**src/rtl/pc_stall_ctrl_if.sv**
```systemverilog
// rtl/pc_stall_ctrl_if.sv - hazard/stall signal bundle between pipeline front end and pc_stall_ctrl
//
// Purpose: groups the D/E/M hazard inputs and the stall/enable outputs of the stall sequencer.
// Ports (modport view):
//   master - pipeline side: drives D-stage fields, E/M destination and Tnew, mult/div start;
//            receives pc_en, fd_en, de_flush, stall, md_busy, stall_cycles
//   slave  - pc_stall_ctrl side: the reverse directions

interface pc_stall_ctrl_if;
   logic [4:0]  d_rs;
   logic [4:0]  d_rt;
   logic [1:0]  d_rs_tuse;
   logic [1:0]  d_rt_tuse;
   logic        d_is_md;
   logic [4:0]  e_wa;
   logic [1:0]  e_tnew;
   logic [4:0]  m_wa;
   logic [1:0]  m_tnew;
   logic        e_md_start;
   logic        e_md_op;
   logic        pc_en;
   logic        fd_en;
   logic        de_flush;
   logic        stall;
   logic        md_busy;
   logic [31:0] stall_cycles;

   modport master (
      output d_rs, d_rt, d_rs_tuse, d_rt_tuse, d_is_md,
      output e_wa, e_tnew, m_wa, m_tnew, e_md_start, e_md_op,
      input  pc_en, fd_en, de_flush, stall, md_busy, stall_cycles
   );

   modport slave (
      input  d_rs, d_rt, d_rs_tuse, d_rt_tuse, d_is_md,
      input  e_wa, e_tnew, m_wa, m_tnew, e_md_start, e_md_op,
      output pc_en, fd_en, de_flush, stall, md_busy, stall_cycles
   );
endinterface

```
**src/rtl/pc_stall_ctrl.sv**
```systemverilog
// rtl/pc_stall_ctrl.sv - Tuse/Tnew hazard and mult/div busy stall sequencer
//
// Purpose: produces PC enable, F/D enable and D/E flush from register dependences and a
//          cycle-counting mult/div busy tracker; counts stalled cycles (saturating).
// Ports:
//   clk    - pipeline clock, rising edge
//   reset  - asynchronous, active-high
//   bus    - pc_stall_ctrl_if.slave: hazard inputs in, pc_en/fd_en/de_flush/stall/
//            md_busy/stall_cycles out
// Parameters:
//   MULT_CYCLES - busy cycles after a mult/multu start (1..15)
//   DIV_CYCLES  - busy cycles after a div/divu start (1..15)

module pc_stall_ctrl #(
   parameter int unsigned MULT_CYCLES = 5,
   parameter int unsigned DIV_CYCLES  = 10
) (
   input  logic            clk,
   input  logic            reset,
   pc_stall_ctrl_if.slave  bus
);

   localparam logic [3:0] MULT_CNT = 4'(MULT_CYCLES);
   localparam logic [3:0] DIV_CNT  = 4'(DIV_CYCLES);

   typedef enum logic {IDLE, BUSY} md_state_t;

   md_state_t   state;
   logic [3:0]  cnt;
   logic        md_busy_q;
   logic [31:0] stall_cnt;

   logic rs_stall;
   logic rt_stall;
   logic md_stall;
   logic stall_w;

   // A producer whose result is not ready before the consumer needs it forces a stall.
   // $0 is exempt because e_wa/m_wa == 0 means "no destination".
   assign rs_stall = (bus.d_rs != 5'd0) &&
                     (((bus.d_rs == bus.e_wa) && (bus.d_rs_tuse < bus.e_tnew)) ||
                      ((bus.d_rs == bus.m_wa) && (bus.d_rs_tuse < bus.m_tnew)));

   assign rt_stall = (bus.d_rt != 5'd0) &&
                     (((bus.d_rt == bus.e_wa) && (bus.d_rt_tuse < bus.e_tnew)) ||
                      ((bus.d_rt == bus.m_wa) && (bus.d_rt_tuse < bus.m_tnew)));

   // Including the start pulse holds an mfhi/mflo that sits directly behind the mult/div.
   assign md_stall = bus.d_is_md && (md_busy_q || bus.e_md_start);

   assign stall_w = rs_stall || rt_stall || md_stall;

   assign bus.stall        = stall_w;
   assign bus.pc_en        = ~stall_w;
   assign bus.fd_en        = ~stall_w;
   assign bus.de_flush     = stall_w;
   assign bus.md_busy      = md_busy_q;
   assign bus.stall_cycles = stall_cnt;

   // Mult/div busy tracker. A start seen while BUSY is ignored; the D-stage md_stall
   // normally keeps a second mult/div from reaching E during that window.
   always_ff @(posedge clk or posedge reset) begin
      if (reset) begin
         state     <= IDLE;
         cnt       <= 4'd0;
         md_busy_q <= 1'b0;
      end else begin
         case (state)
            IDLE: begin
               if (bus.e_md_start) begin
                  state     <= BUSY;
                  cnt       <= bus.e_md_op ? DIV_CNT : MULT_CNT;
                  md_busy_q <= 1'b1;
               end
            end
            BUSY: begin
               if (cnt > 4'd1) begin
                  cnt <= cnt - 4'd1;
               end else begin
                  state     <= IDLE;
                  cnt       <= 4'd0;
                  md_busy_q <= 1'b0;
               end
            end
            default: begin
               state     <= IDLE;
               cnt       <= 4'd0;
               md_busy_q <= 1'b0;
            end
         endcase
      end
   end

   // Saturating stall-cycle counter; a combined data + md stall counts once.
   always_ff @(posedge clk or posedge reset) begin
      if (reset) begin
         stall_cnt <= 32'd0;
      end else if (stall_w && (stall_cnt != 32'hFFFF_FFFF)) begin
         stall_cnt <= stall_cnt + 32'd1;
      end
   end

endmodule

```
**src/flat_wrapper.sv**
```systemverilog
// flat-port wrapper written by rule: the top's interface ports become plain ports
module pc_stall_ctrl_flat 
#(
   parameter int unsigned MULT_CYCLES = 5,
   parameter int unsigned DIV_CYCLES  = 10
)
  (clk, reset, bus_d_rs, bus_d_rt, bus_d_rs_tuse, bus_d_rt_tuse, bus_d_is_md, bus_e_wa, bus_e_tnew, bus_m_wa, bus_m_tnew, bus_e_md_start, bus_e_md_op, bus_pc_en, bus_fd_en, bus_de_flush, bus_stall, bus_md_busy, bus_stall_cycles);
  pc_stall_ctrl_if bus_i ();
  input  logic clk;
  input  logic reset;
  input wire logic [$bits(bus_i.d_rs)-1:0] bus_d_rs;
  input wire logic [$bits(bus_i.d_rt)-1:0] bus_d_rt;
  input wire logic [$bits(bus_i.d_rs_tuse)-1:0] bus_d_rs_tuse;
  input wire logic [$bits(bus_i.d_rt_tuse)-1:0] bus_d_rt_tuse;
  input wire logic [$bits(bus_i.d_is_md)-1:0] bus_d_is_md;
  input wire logic [$bits(bus_i.e_wa)-1:0] bus_e_wa;
  input wire logic [$bits(bus_i.e_tnew)-1:0] bus_e_tnew;
  input wire logic [$bits(bus_i.m_wa)-1:0] bus_m_wa;
  input wire logic [$bits(bus_i.m_tnew)-1:0] bus_m_tnew;
  input wire logic [$bits(bus_i.e_md_start)-1:0] bus_e_md_start;
  input wire logic [$bits(bus_i.e_md_op)-1:0] bus_e_md_op;
  output wire logic [$bits(bus_i.pc_en)-1:0] bus_pc_en;
  output wire logic [$bits(bus_i.fd_en)-1:0] bus_fd_en;
  output wire logic [$bits(bus_i.de_flush)-1:0] bus_de_flush;
  output wire logic [$bits(bus_i.stall)-1:0] bus_stall;
  output wire logic [$bits(bus_i.md_busy)-1:0] bus_md_busy;
  output wire logic [$bits(bus_i.stall_cycles)-1:0] bus_stall_cycles;
  assign bus_i.d_rs = bus_d_rs;
  assign bus_i.d_rt = bus_d_rt;
  assign bus_i.d_rs_tuse = bus_d_rs_tuse;
  assign bus_i.d_rt_tuse = bus_d_rt_tuse;
  assign bus_i.d_is_md = bus_d_is_md;
  assign bus_i.e_wa = bus_e_wa;
  assign bus_i.e_tnew = bus_e_tnew;
  assign bus_i.m_wa = bus_m_wa;
  assign bus_i.m_tnew = bus_m_tnew;
  assign bus_i.e_md_start = bus_e_md_start;
  assign bus_i.e_md_op = bus_e_md_op;
  assign bus_pc_en = bus_i.pc_en;
  assign bus_fd_en = bus_i.fd_en;
  assign bus_de_flush = bus_i.de_flush;
  assign bus_stall = bus_i.stall;
  assign bus_md_busy = bus_i.md_busy;
  assign bus_stall_cycles = bus_i.stall_cycles;
  pc_stall_ctrl #(.MULT_CYCLES(MULT_CYCLES), .DIV_CYCLES(DIV_CYCLES)) u_core (.clk(clk), .reset(reset), .bus(bus_i));
endmodule
```
**config.mk**
```make
export PLATFORM = sky130hd
export DESIGN_NAME = pc_stall_ctrl_flat
export DESIGN_NICKNAME = d
export VERILOG_FILES = /design/src/rtl/pc_stall_ctrl_if.sv /design/src/rtl/pc_stall_ctrl.sv /design/src/flat_wrapper.sv
export SDC_FILE = /design/constraint.sdc
export NUM_CORES = 1
export LEC_CHECK = 0
export ABC_AREA = 1
export BUFFER_PORTS_ARGS = -buffer_cell sky130_fd_sc_hd__buf_2
export CAP_MARGIN = 20
export CORE_UTILIZATION = 35
export DETAILED_ROUTE_END_ITERATION = 16
export PLACE_DENSITY = 0.57
export SLEW_MARGIN = 10
export SYNTH_ARGS = -nofsm -noshare
export SYNTH_HDL_FRONTEND = slang
export SYNTH_SLANG_ARGS = --single-unit
```
**constraint.sdc**
```tcl
create_clock -name clk -period 3.4 [get_ports clk]
set_input_delay 0.85 -clock clk [delete_from_list [all_inputs] [get_ports clk]]
set_output_delay 0.85 -clock clk [all_outputs]
set_load 0.01 [all_outputs]
```
==> impl_metrics.tcl <==
set metrics [dict create \
    synth_edf_count 0 \
    worstPathCellList "buf_2, inv_1, ha_1, a21boi_0, nor2_1, nand3_1, nand2_1, nand2_1, nand3_2, inv_1, buf_2" \
    num-nets-final 563 \
    synth.largest_area_cell "dfrtp_1" \
    synth_seq_area_share_pct 31.5 \
    power_density_mw_per_mm2 377 \
    status "finished clean" \
    first_pass_iters 4 \
    wirelength_um 7360 \
    synth_common_cells "168 x nand2_1, 55 x inv_1, 48 x nand3_1, 48 x nor2_1, 38 x dfrtp_1" \
    worst-slew-pin-transition_ns 0.497 \
    area_growth_syn_to_layout_pct 15.9 \
    syn_area_mm2 0.00302 \
    fin_crit_sh_pct 84.1 \
    vias 2926 \
    synth_cells 456 \
    port-buffer-count 69 \
    holdCritPathClass "register to register" \
    synth_fa_ha_area_share_pct 2.90 \
    insertion_delay_ns 0.28 \
    synth_top_area_share_pct 31.5 \
    gr-total-overflow 0 \
    cts_root_buf "clkbuf_8" \
    rows 33 \
    synth-seq-cells 38 \
    synth-compound-area-share_pct 3.40 \
    cap_violations 0 \
    critical_path.top_delay_family "simple AND/OR/NAND/NOR gates" \
    synth.avg_cell_area_um2 6.63 \
    die_height_um 94.9 \
    min_period_ns 2.86 \
    fmax_mhz 350 \
    p_leak_nw 2.00 \
    grt_pass1_vias 2742 \
    fin_tns_setup_ns 0 \
    grt_antenna_before_repair 0 \
    post-route-util_pct 42.2 \
    drtIter0Drc 148 \
    h-tree-depth 2 \
    required_ns 2.55 \
    cts_resized 0 \
    setup-violations-final 0 \
    vdd_drop_max_mv 0.145 \
    grt_max_degree 39 \
    ys_types 32 \
    cts-buffers-inserted 5 \
    synth-simple-area-share_pct 43.6 \
    finalHoldViolations 0 \
    track_usage_pct 17.6 \
    synth_top_family_by_area "simple AND/OR/NAND/NOR gates" \
    drive_above_1_share_pct 17.8 \
    clk_pin_slew_ns 0.07 \
    syn_nets 496 \
    ant_nets 0 \
    clock_sinks 38 \
    grt_pass1_wl_um 12700 \
    synth_xor_xnor_area_share_pct 8.70 \
    finClkSkew_ns 0.00484 \
    yosysWarnings 0 \
    post_drt_wl_per_cell_um 11.7 \
    end_kind "output pin" \
    hold_slack_ns 0.533 \
    cts.hold.buffers_added 0 \
    insertedDiodeCount 0 \
    dieArea_mm2 0.00901 \
    die_width_um 94.9 \
    power_mw 1.32 \
    start_util_pct 36.4 \
    routed_via_density 4.66 \
    dp_hpwl_um 5820 \
    cts_tree "built" \
    slew_viol_final 0 \
    cp.arrival_ns 2.01 \
    max_slew_margin_pct 66.8 \
    synth_area_leaders "dfrtp_1 31%, nand2_1 21%, nand3_1 8.0%" \
    placeableCoreArea_mm2 0.00830 \
    drc 0 \
    slowest_delay_ns 0.27 \
    path_max_fanout 4 \
    synth_most_common_cell "nand2_1" \
    slowest_stage "ha_1" \
    cts_setup_buffers 0 \
    synth_ff_type "dfrtp_1" \
    synth_mux_area_share_pct 0 \
    cts_buffer_depth 2 \
    crit_buf_inv 4 \
    crit_type "input port to output pin" \
    io_pins 70 \
    gp_congestion 0.903 \
    async_reset_ff_share_pct 100 \
    crit_path_start_kind "input port" \
    rsz0062_at_grt "no" \
]
-- worst paths after layout --
| check | startpoint | depth (start not counted) | slack (ns) | end |
|---|---|---|---|---|
| max reg2reg | u_core.bus.stall_cycles[0]$_DFFE_PP0P_ | 9 | 1.15 | u_core.bus.stall_cycles[22]$_DFFE_PP0P_ |
| min | u_core.bus.stall_cycles[8]$_DFFE_PP0P_ | 2 | 0.53 | u_core.bus.stall_cycles[8]$_DFFE_PP0P_ |
| max in group asynchronous | reset | 3 | 2.38 | u_core.bus.stall_cycles[16]$_DFFE_PP0P_ |
| max | bus_e_tnew[1] | 11 | 0.54 | bus_fd_en |
| min in group asynchronous | reset | 3 | 0.67 | u_core.cnt[3]$_DFFE_PP0P_ |
| min reg2reg | u_core.bus.stall_cycles[8]$_DFFE_PP0P_ | 2 | 0.53 | u_core.bus.stall_cycles[8]$_DFFE_PP0P_ |
-- cell usage in the layout, fill, tap and decap left out --
master and instances:
a22oi_1 2, nor3_4 1, nand3_2 3, a21boi_0 2, nand3b_4 1, buf_4 2
nand2_1 168, xnor2_1 12, nor2_4 2, nor2_1 48, nor2_2 3, clkbuf_1 2
ha_1 7, a2bb2oi_1 1, or2_2 1, and3_1 2, dfrtp_1 38, a21oi_1 3
o21ai_0 7, buf_2 69, nand2_4 1, nor3_1 9, nand3_1 48, inv_2 2
clkbuf_8 5, o22ai_1 1, nand4_1 2, nor3_2 2, nand4_4 1, inv_1 55
xor2_1 18, o21bai_1 1, nand3b_1 4
-- worst reg2reg max path, delay by kind of cell, from the launching register on --
kind / cells / cell delay (ns)
adders and majority gates: 1 / 0.22
buffers and inverters: 1 / 0.12
DFF: 1 / 0.43
and+or+nand+nor: 7 / 1.43
-- routing by layer --
metal,routed length (um),track usage (%),vias up,part of all wire [%]
li1,-,-,1547,-
met1,3650,24.1,1314,50
met2,3290,28.6,58,45
met3,353,3.38,7,4.8
met4,68,3.79,0,0.92
met5,0,0,-,0
-- area by class of cell --
| type | instances | area [um^2] |
|---|---|---|
| well taps | 105 | 131 |
| clock buffers | 7 | 76.3 |
| repair buffers | 71 | 360 |
| flip-flops and latches | 38 | 951 |
| multi-input cells | 350 | 1770 |
| inverters | 57 | 214 |
| fillers | 902 | 4800 |
-- where the power goes --
part | switching [mW] | internal [mW]
clock | 0.143 | 0.141
sequential | 0.0665 | 0.516
combinational | 0.269 | 0.186
-- metrics by stage --
step	setup WS, ns	area [um^2]	std cells
floorplan	0.449	3020	456
finish	0.539	3500	628
global placement	0.542	3430	621
CTS	0.518	3500	628
global route	0.348	3500	628
detailed placement	0.519	3430	621
-- kinds of logic after synthesis --
group / Yosys count
flip-flops: 38
XOR/XNOR: 30
AO/OA/AOI/OAI: 17
adder cells (fa/ha/maj): 7
AND/OR/NAND/NOR: 296
buffers and inverters: 68
-- flip-flops by register name, indices dropped and copies added (netlist names) --
register and flops:
u_core.cnt 4, u_core.state 1, u_core.bus.md_busy 1, u_core.bus.stall_cycles 32
(Power assumes the default switching activity.)
